### config.mk
export PLATFORM = sky130hd
export DESIGN_NAME = hls_pd_stream_fifo
export DESIGN_NICKNAME = d
export VERILOG_FILES = /design/src/rtl/hls_pd_pkg.sv /design/src/rtl/hls_fifo_rdport.sv /design/src/rtl/hls_pd_stream_fifo.sv
export SDC_FILE = /design/constraint.sdc
export NUM_CORES = 1
export LEC_CHECK = 0
export BUFFER_PORTS_ARGS = -buffer_cell sky130_fd_sc_hd__buf_2
export CAP_MARGIN = 5
export CORE_MARGIN = 3
export CORE_UTILIZATION = 25
export CTS_CLUSTER_DIAMETER = 50
export DETAILED_ROUTE_END_ITERATION = 8
export PLACE_DENSITY = 0.45
export SLEW_MARGIN = 20
export SYNTH_ARGS = -nofsm -noshare
export SYNTH_HDL_FRONTEND = slang
export SYNTH_HIERARCHICAL = 1
export SYNTH_SLANG_ARGS = --single-unit
### constraint.sdc
create_clock -name ap_clk -period 3 [get_ports ap_clk]
set_clock_uncertainty 0.05 [all_clocks]
set_input_delay 0.6 -clock ap_clk [delete_from_list [all_inputs] [get_ports ap_clk]]
set_output_delay 0.6 -clock ap_clk [all_outputs]
set_load 0.01 [all_outputs]
### src/rtl/hls_pd_pkg.sv
// Shared types and helpers for the paired cnt_ls/pos stream FIFO.
package hls_pd_pkg;

    localparam int CNT_W_DEF  = 8;
    localparam int POS_W_DEF  = 16;
    localparam int DEPTH_DEF  = 4;
    localparam int ADDR_W_DEF = 2;

    typedef struct packed {
        logic [CNT_W_DEF-1:0] cnt_ls;
        logic [POS_W_DEF-1:0] pos;
    } pd_rec_t;

    // Pointers carry one extra wrap bit so that full and empty are distinguishable.
    function automatic int level_w(input int addr_w);
        return addr_w + 1;
    endfunction

endpackage

### src/rtl/hls_fifo_rdport.sv
// One ap_fifo read channel: private read pointer, level, empty_n and
// first-word-fall-through output mux over the shared storage array.
module hls_fifo_rdport
    import hls_pd_pkg::*;
#(
    parameter int  ADDR_W = ADDR_W_DEF,
    parameter int  W      = CNT_W_DEF,
    localparam int LVL_W  = level_w(ADDR_W),
    localparam int DEPTH  = 1 << ADDR_W
) (
    input  logic             ap_clk,
    input  logic             ap_rst_n,
    input  logic [LVL_W-1:0] wr_ptr,
    input  logic             rd,
    input  logic [W-1:0]     mem [DEPTH],
    output logic [W-1:0]     dout,
    output logic             empty_n,
    output logic [LVL_W-1:0] level
);

    logic [LVL_W-1:0] rd_ptr_q, rd_ptr_d;

    // NOTE: every signal assigned here gets a default first, so no latch can be inferred.
    always_comb begin
        level    = wr_ptr - rd_ptr_q;
        empty_n  = (level != '0);
        dout     = mem[rd_ptr_q[ADDR_W-1:0]];
        rd_ptr_d = rd_ptr_q;
        if (rd && empty_n) begin
            rd_ptr_d = rd_ptr_q + LVL_W'(1);
        end
    end

    // NOTE: sequential state uses non-blocking assignments so all flops update together.
    always_ff @(posedge ap_clk or negedge ap_rst_n) begin
        if (!ap_rst_n) begin
            rd_ptr_q <= '0;
        end else begin
            rd_ptr_q <= rd_ptr_d;
        end
    end

endmodule

### src/rtl/hls_pd_stream_fifo.sv
// Record FIFO written atomically from a valid/ready producer and drained as two
// independent ap_fifo channels; a slot frees only when both of its fields are read.
module hls_pd_stream_fifo
    import hls_pd_pkg::*;
#(
    parameter int  DEPTH  = DEPTH_DEF,
    parameter int  ADDR_W = ADDR_W_DEF,
    parameter int  CNT_W  = CNT_W_DEF,
    parameter int  POS_W  = POS_W_DEF,
    localparam int LVL_W  = level_w(ADDR_W)
) (
    input  logic             ap_clk,
    input  logic             ap_rst_n,
    input  logic             in_valid,
    output logic             in_ready,
    input  logic [CNT_W-1:0] in_cnt_ls,
    input  logic [POS_W-1:0] in_pos,
    output logic [CNT_W-1:0] cnt_ls_dout,
    output logic             cnt_ls_empty_n,
    input  logic             cnt_ls_read,
    output logic [POS_W-1:0] pos_dout,
    output logic             pos_empty_n,
    input  logic             pos_read,
    output logic [LVL_W-1:0] cnt_level,
    output logic [LVL_W-1:0] pos_level
);

    logic [CNT_W-1:0] cnt_mem [DEPTH];
    logic [POS_W-1:0] pos_mem [DEPTH];

    logic [LVL_W-1:0] wr_ptr_q, wr_ptr_d;
    logic             rst_done_q, rst_done_d;
    logic             wr_en;

    // in_ready is built from registered levels only, so a pop cannot write through in the same cycle.
    always_comb begin
        in_ready   = rst_done_q && (cnt_level != LVL_W'(DEPTH)) && (pos_level != LVL_W'(DEPTH));
        wr_en      = in_valid && in_ready;
        wr_ptr_d   = wr_en ? wr_ptr_q + LVL_W'(1) : wr_ptr_q;
        rst_done_d = 1'b1;
    end

    always_ff @(posedge ap_clk or negedge ap_rst_n) begin
        if (!ap_rst_n) begin
            wr_ptr_q   <= '0;
            rst_done_q <= 1'b0;
        end else begin
            wr_ptr_q   <= wr_ptr_d;
            rst_done_q <= rst_done_d;
        end
    end

    // NOTE: storage is deliberately left out of reset; the pointers alone decide what is valid.
    always_ff @(posedge ap_clk) begin
        if (wr_en) begin
            cnt_mem[wr_ptr_q[ADDR_W-1:0]] <= in_cnt_ls;
            pos_mem[wr_ptr_q[ADDR_W-1:0]] <= in_pos;
        end
    end

    hls_fifo_rdport #(.ADDR_W(ADDR_W), .W(CNT_W)) u_cnt_port (
        .ap_clk   (ap_clk),
        .ap_rst_n (ap_rst_n),
        .wr_ptr   (wr_ptr_q),
        .rd       (cnt_ls_read),
        .mem      (cnt_mem),
        .dout     (cnt_ls_dout),
        .empty_n  (cnt_ls_empty_n),
        .level    (cnt_level)
    );

    hls_fifo_rdport #(.ADDR_W(ADDR_W), .W(POS_W)) u_pos_port (
        .ap_clk   (ap_clk),
        .ap_rst_n (ap_rst_n),
        .wr_ptr   (wr_ptr_q),
        .rd       (pos_read),
        .mem      (pos_mem),
        .dout     (pos_dout),
        .empty_n  (pos_empty_n),
        .level    (pos_level)
    );

endmodule
==> flow_summary.json, run 1 <==
{
  "r2r-end": "pos_mem[7]",
  "outcome": "complete, no violations",
  "period_share": 0.951,
  "cp_max_fo": 5,
  "min_period_ns": 2.85,
  "cts_tree": "done",
  "clock_latency_ns": 0.34,
  "r2r_slack_ns": 0.24,
  "start_util": 0.260,
  "finalSetupViolations": 0,
  "maxSlewViolCount": 0,
  "critPathRequiredTime_ns": 2.35,
  "hold_viol": 0,
  "grt_pass1_vias": 2224,
  "drt_wl_total_um": 8050,
  "grt_first_pass_wirelength_um": 12900,
  "hold_class": "input pin to asynchronous set/reset pin",
  "synth-simple-area-share": 0.0271,
  "max_freq_mhz": 350,
  "rows": 46,
  "worstSetupStartpointType": "flop",
  "die_w_um": 136,
  "maxCapViolations": 0,
  "power_density_mw_per_mm2": 1030,
  "ys_seq_area_frac": 0.746,
  "grt_antenna_before_repair": 1,
  "most-common-layout-cells": "96 x edfxtp_1, 61 x buf_2, 24 x mux4_2, 10 x inv_1, 10 x dfrtp_1",
  "dp.final_hpwl_um": 5470,
  "gp_congestion": 0.698,
  "ant_nets": 0,
  "rsz0062_at_grt": "false",
  "drt-wirelength-per-cell_um": 16.5,
  "grt-ovfl-total": 0,
  "synth_top_family_by_area": "multiplexers",
  "area_delta_synth_final_pct": 22.2,
  "die_area_mm2": 0.0184,
  "final-seq-area_mm2": 0.00313,
  "synth_area_mm2": 0.00420,
  "cts_inserted_buffers": 9,
  "cts_buffer_depth": 2,
  "fin_cells": 488,
  "dpl_cell_area_mm2": 0.00483,
  "synth.top_cell.area_share": 0.687,
  "multi_input_area_mm2": 0.00101,
  "top_layer": "met5",
  "total_power_uw": 5280,
  "io_pins": 62,
  "end_kind": "output port",
  "reg2reg_from": "wr_ptr_q[0]",
  "avgSynthCellArea_um2": 22.0,
  "p_leak_uw": 0.00183,
  "die_height_um": 136,
  "arrival_ns": 2.20,
  "design_area_mm2": 0.00513,
  "yosys.area_share.xor_xnor": 0.0262,
  "clkSlewWorstSetupHoldPaths_ns": 0.07,
  "clockRootBuffer": "clkbuf_16",
  "syn_nets": 230,
  "drtPass1Iterations": 4,
  "post-route-drc-count": 0,
  "synth-compound-area-share": 0.00775,
  "netlist_instances": 191,
  "final_common_cell": "edfxtp_1",
  "dp.cells": 472,
  "synthTopCellsByArea": "edfxtp_1 69%, mux4_2 13%, dfrtp_1 6.0%",
  "m1WireLength_um": 3560,
  "ys_seq_elements": 106,
  "fill_cells": 1581,
  "post_cts_buffers": 0,
  "drt_iter0_drc": 75,
  "worstSetupPathType": "flop to output port",
  "vias_per_cell": 4.02,
  "grt_max_degree": 26,
  "drive_above_1_share": 0.471,
  "yosysWarnings": 6,
  "ir_drop_mv": 0.455,
  "cts_sinks": 106,
  "synth_adder_area_share": 0.0334,
  "diodes": 0,
  "dr_wl_met3_um": 437,
  "vias": 1963,
  "grtUsageTotal": 0.0945,
  "totalNegativeSetupSlack_ns": 0,
  "yosysUniqueCellTypes": 25,
  "synth.area.mux_share": 0.141,
  "ctsHtreeMaxLevel": 3,
  "coreArea_mm2": 0.0162,
  "port-buffer-count": 61,
  "fin_nets": 306,
  "cts_resized": 0,
  "ctsHoldBuffers": 0,
  "yosysTopAreaCell": "edfxtp_1",
  "routed-wl-met2_um": 3910,
  "reg2reg_depth": 7
}
[state kept, by name (all words and copies together) (netlist names)]
register and cells:
u_cnt_port/rd_ptr_q 3, wr_ptr_q 3, rst_done_q 1, u_pos_port/rd_ptr_q 3, cnt_mem 32, pos_mem 64
[layout make-up]
type	instances	area share
Tap cell	216	0.0527
Sequential cell	106	0.611
Timing Repair Buffer	71	0.0766
Clock inverter	4	0.00659
Inverter	10	0.00732
Multi-Input combinational cell	69	0.196
Clock buffer	12	0.0500
[cell usage after synthesis, drive strengths merged]
cell type and instances:
clkbuf 1, fa 2, mux4 24, and4bb 1
buf 5, xor3 2, ha 8, dfrtp 10
nor3b 3, nand2 7, conb 1, and2 4
o21ai 5, edfxtp 96, inv 10, or2 2
xnor2 5, mux2 4, xor2 1
[kinds of logic (layout without fill, tap and decap cells)]
logic type / Yosys count / in the layout
muxes: 28 / 28
AOI/OAI and AO/OA: 5 / 5
DFF: 106 / 106
xor gates and xnor gates: 8 / 8
and+or+nand+nor: 17 / 17
other: 1 / 1
buffers and inverters: 16 / 97
adders and majority gates: 10 / 10
[how the worst max path moves through the flow]
stage / cells past startpoint / start / endpoint / slack, ns
2_1_floorplan: 7 / wr_ptr_q[0] / cnt_mem[10] / 0.32
3_3_place_gp: 7 / wr_ptr_q[0] / pos_mem[8] / 0.23
3_5_place_dp: 7 / wr_ptr_q[0] / cnt_mem[4] / 0.20
4_1_cts: 7 / wr_ptr_q[0] / in_ready / 0.04
5_1_grt: 7 / wr_ptr_q[0] / in_ready / 0.01
6_report: 7 / wr_ptr_q[0] / in_ready / 0.15
[power by group]
| group | total, uW | internal [uW] | switching, uW |
|---|---|---|---|
| clock | 1120 | 615 | 506 |
| combinational | 2160 | 1040 | 1120 |
| sequential | 2000 | 1900 | 104 |
| total | 5280 | 3550 | 1730 |
[metal layers]
metal,track usage,up-vias
li1,-,909
met1,0.120,996
met2,0.150,42
met3,0.0342,14
met4,0.0336,2
met5,0,-
[critical path, stage by stage, from the launching register on]
cell     delay (ns)
dfrtp_1        0.42
inv_1          0.07
ha_1           0.20
fa_1           0.41
xor3_2         0.28
nor3b_2        0.19
nor3b_2        0.14
buf_2          0.15
[through the flow]
step	worst slack [ns]	hold slack (ns)	util
6_report	0.147	0.0708	0.317
5_1_grt	0.0143	0.0669	0.317
4_1_cts	0.0375	0.0612	0.316
3_5_place_dp	0.201	0.435	0.298
3_3_place_gp	0.225	0.438	0.298
2_1_floorplan	0.321	0.254	-
Note: power is estimated with default switching activity, not from simulation.
==> run 2: changes to the inputs <==
--- a/config.mk
+++ b/config.mk
@@ -8,10 +8,10 @@
 export BUFFER_PORTS_ARGS = -buffer_cell sky130_fd_sc_hd__buf_2
 export CAP_MARGIN = 5
 export CORE_MARGIN = 3
-export CORE_UTILIZATION = 25
+export CORE_UTILIZATION = 56
 export CTS_CLUSTER_DIAMETER = 50
 export DETAILED_ROUTE_END_ITERATION = 8
-export PLACE_DENSITY = 0.45
+export PLACE_DENSITY = 0.83
 export SLEW_MARGIN = 20
 export SYNTH_ARGS = -nofsm -noshare
 export SYNTH_HDL_FRONTEND = slang
==> run 2 against run 1 <==
Net effect: combinational power is essentially flat; first-iteration DRC count grew 110%; sequential share of layout area grew 3.0 points; non-clock buffer count grew 1; routed wire length shrank 14%.
==> flow_summary.json, run 2 (synthesis results as in run 1) <==
{
  "outcome": "complete, no violations",
  "totalNegativeSetupSlack_ns": 0,
  "path_cells": "inv_2 > ha_4 > fa_2 > xor3_2 > buf_4 > or2_1 > buf_2",
  "maxCapViolations": 0,
  "end_kind": "output port",
  "vias": 1999,
  "ctsHtreeMaxLevel": 3,
  "clock_latency_ns": 0.35,
  "ctsHoldBuffers": 0,
  "most-common-layout-cells": "96 x edfxtp_1, 61 x buf_2, 24 x mux4_2, 10 x buf_4",
  "grtUsageTotal": 0.175,
  "drt_iter0_drc": 158,
  "ir_drop_mv": 0.593,
  "hold_viol": 0,
  "die_height_um": 92.6,
  "p_leak_uw": 0.00178,
  "whs_ns": 0.0470,
  "drtPass1Iterations": 4,
  "dpl_cell_area_mm2": 0.00467,
  "rsz0062_at_grt": "true",
  "drt-wirelength-per-cell_um": 18.8,
  "coreArea_mm2": 0.00702,
  "clockPowerShare": 0.162,
  "clockRootBuffer": "clkbuf_8",
  "largest_register_ffs": 64,
  "period_share": 0.983,
  "cts_tree": "done",
  "min_period_ns": 2.95,
  "power_frac_seq": 0.401,
  "cts_buffer_depth": 2,
  "finalSetupViolations": 0,
  "p_switching_uw": 1690,
  "clkSlewWorstSetupHoldPaths_ns": 0.10,
  "dp.final_hpwl_um": 4690,
  "final_util": 0.696,
  "cp_max_fo": 5,
  "grt_pass1_vias": 2110,
  "worstSetupStartpointType": "flop",
  "grt-ovfl-total": 0,
  "power_density_mw_per_mm2": 1020,
  "grt_max_degree": 26,
  "p_int_uw": 3320,
  "final_common_cell": "edfxtp_1",
  "io_pins": 62,
  "arrival_ns": 2.30,
  "diodes": 0,
  "switching_share": 0.337,
  "worstSetupPathType": "flop to output port",
  "vias_per_cell": 5.42,
  "die_area_mm2": 0.00857,
  "cts_inserted_buffers": 9,
  "rows": 30,
  "post-route-drc-count": 0,
  "ant_nets": 0,
  "port-buffer-count": 61,
  "total_power_uw": 5010,
  "fin_nets": 307,
  "max_stage_delay_ns": 0.42,
  "start_util": 0.598,
  "grt_antenna_before_repair": 0,
  "pwr-share-comb": 0.437,
  "die_w_um": 92.6,
  "area_delta_synth_final_pct": 16.5,
  "design_area_mm2": 0.00489,
  "hold_class": "input pin to asynchronous set/reset pin",
  "max_freq_mhz": 339,
  "critPathRequiredTime_ns": 2.35,
  "drt_wl_total_um": 6930,
  "maxSlewViolCount": 0,
  "gp_congestion": 0.809,
  "drive_above_1_share": 0.484,
  "slowest_stage": "xor3_2",
  "grt_first_pass_wirelength_um": 11100,
  "cts_sinks": 106
}
-- run 2: cell types whose count changed in the layout (fill, tap and decap cells not counted), sizes merged --
cell    delta
buf        +1
clkbuf     -3
inv        +3
-- run 2: final timing paths --
kind                                              from                endpoint  cells past startpoint  slack (ns)
max in group asynchronous                     ap_rst_n             wr_ptr_q[0]                      1        2.63
worst max-delay path                       wr_ptr_q[0]             pos_empty_n                      7        0.05
worst min-delay path                          ap_rst_n  u_cnt_port/rd_ptr_q[2]                      1        0.05
worst max register to register             wr_ptr_q[0]             cnt_mem[12]                      8        0.12
worst min register to register  u_cnt_port/rd_ptr_q[2]  u_cnt_port/rd_ptr_q[2]                      2        0.47
min in group ap_clk                       in_cnt_ls[1]             cnt_mem[25]                      1        0.40
-- run 2: timing repair --
action / in CTS / in global routing
gates resized for setup: 0 / 6
hold endpoints to repair: 0 / 0
endpoints found under the setup margin: 0 / 1
setup buffers: 0 / 2
-- run 2: final cells by class --
class,count,area [um2]
well taps,96,120
clock buffers,9,124
clock inverters,7,58.8
repair buffers,72,400
multi-input cells,69,1010
flip-flops and latches,106,3130
fillers,446,2130
inverters,10,37.5
-- run 2: stage by stage --
step,instances,setup slack (ns)
after floorplan,191,0.321
after global placement,351,0.243
after detailed placement,351,0.164
after CTS,367,0.0115
after global routing,369,-0.0710
final,369,0.0497
-- run 2: critical path, delay by kind of cell, from the launching register on --
family        cells  cell delay, ns
buf+inv           3            0.35
flops             1            0.41
fa+ha+maj         2            0.57
simple gates      1            0.21
xor+xnor          1            0.42
-- run 2: layer usage --
metal	routed length, um	vias up	share of wire	track usage
met5	0	-	0	0
met4	91	0	0.013	0.0631
met3	299	8	0.043	0.0333
met2	3550	50	0.51	0.277
met1	2990	1033	0.43	0.246
li1	-	908	-	-
-- run 2: power by group through the flow --
| stage | clock network [uW] | registers [uW] | logic, uW |
|---|---|---|---|
| floorplan | 0 | 2010 | 1440 |
| global placement | 0 | 2020 | 2080 |
| detailed placement | 0 | 2040 | 2110 |
| CTS | 831 | 2010 | 2120 |
| global route | 887 | 2040 | 2390 |
| finish | 810 | 2010 | 2190 |
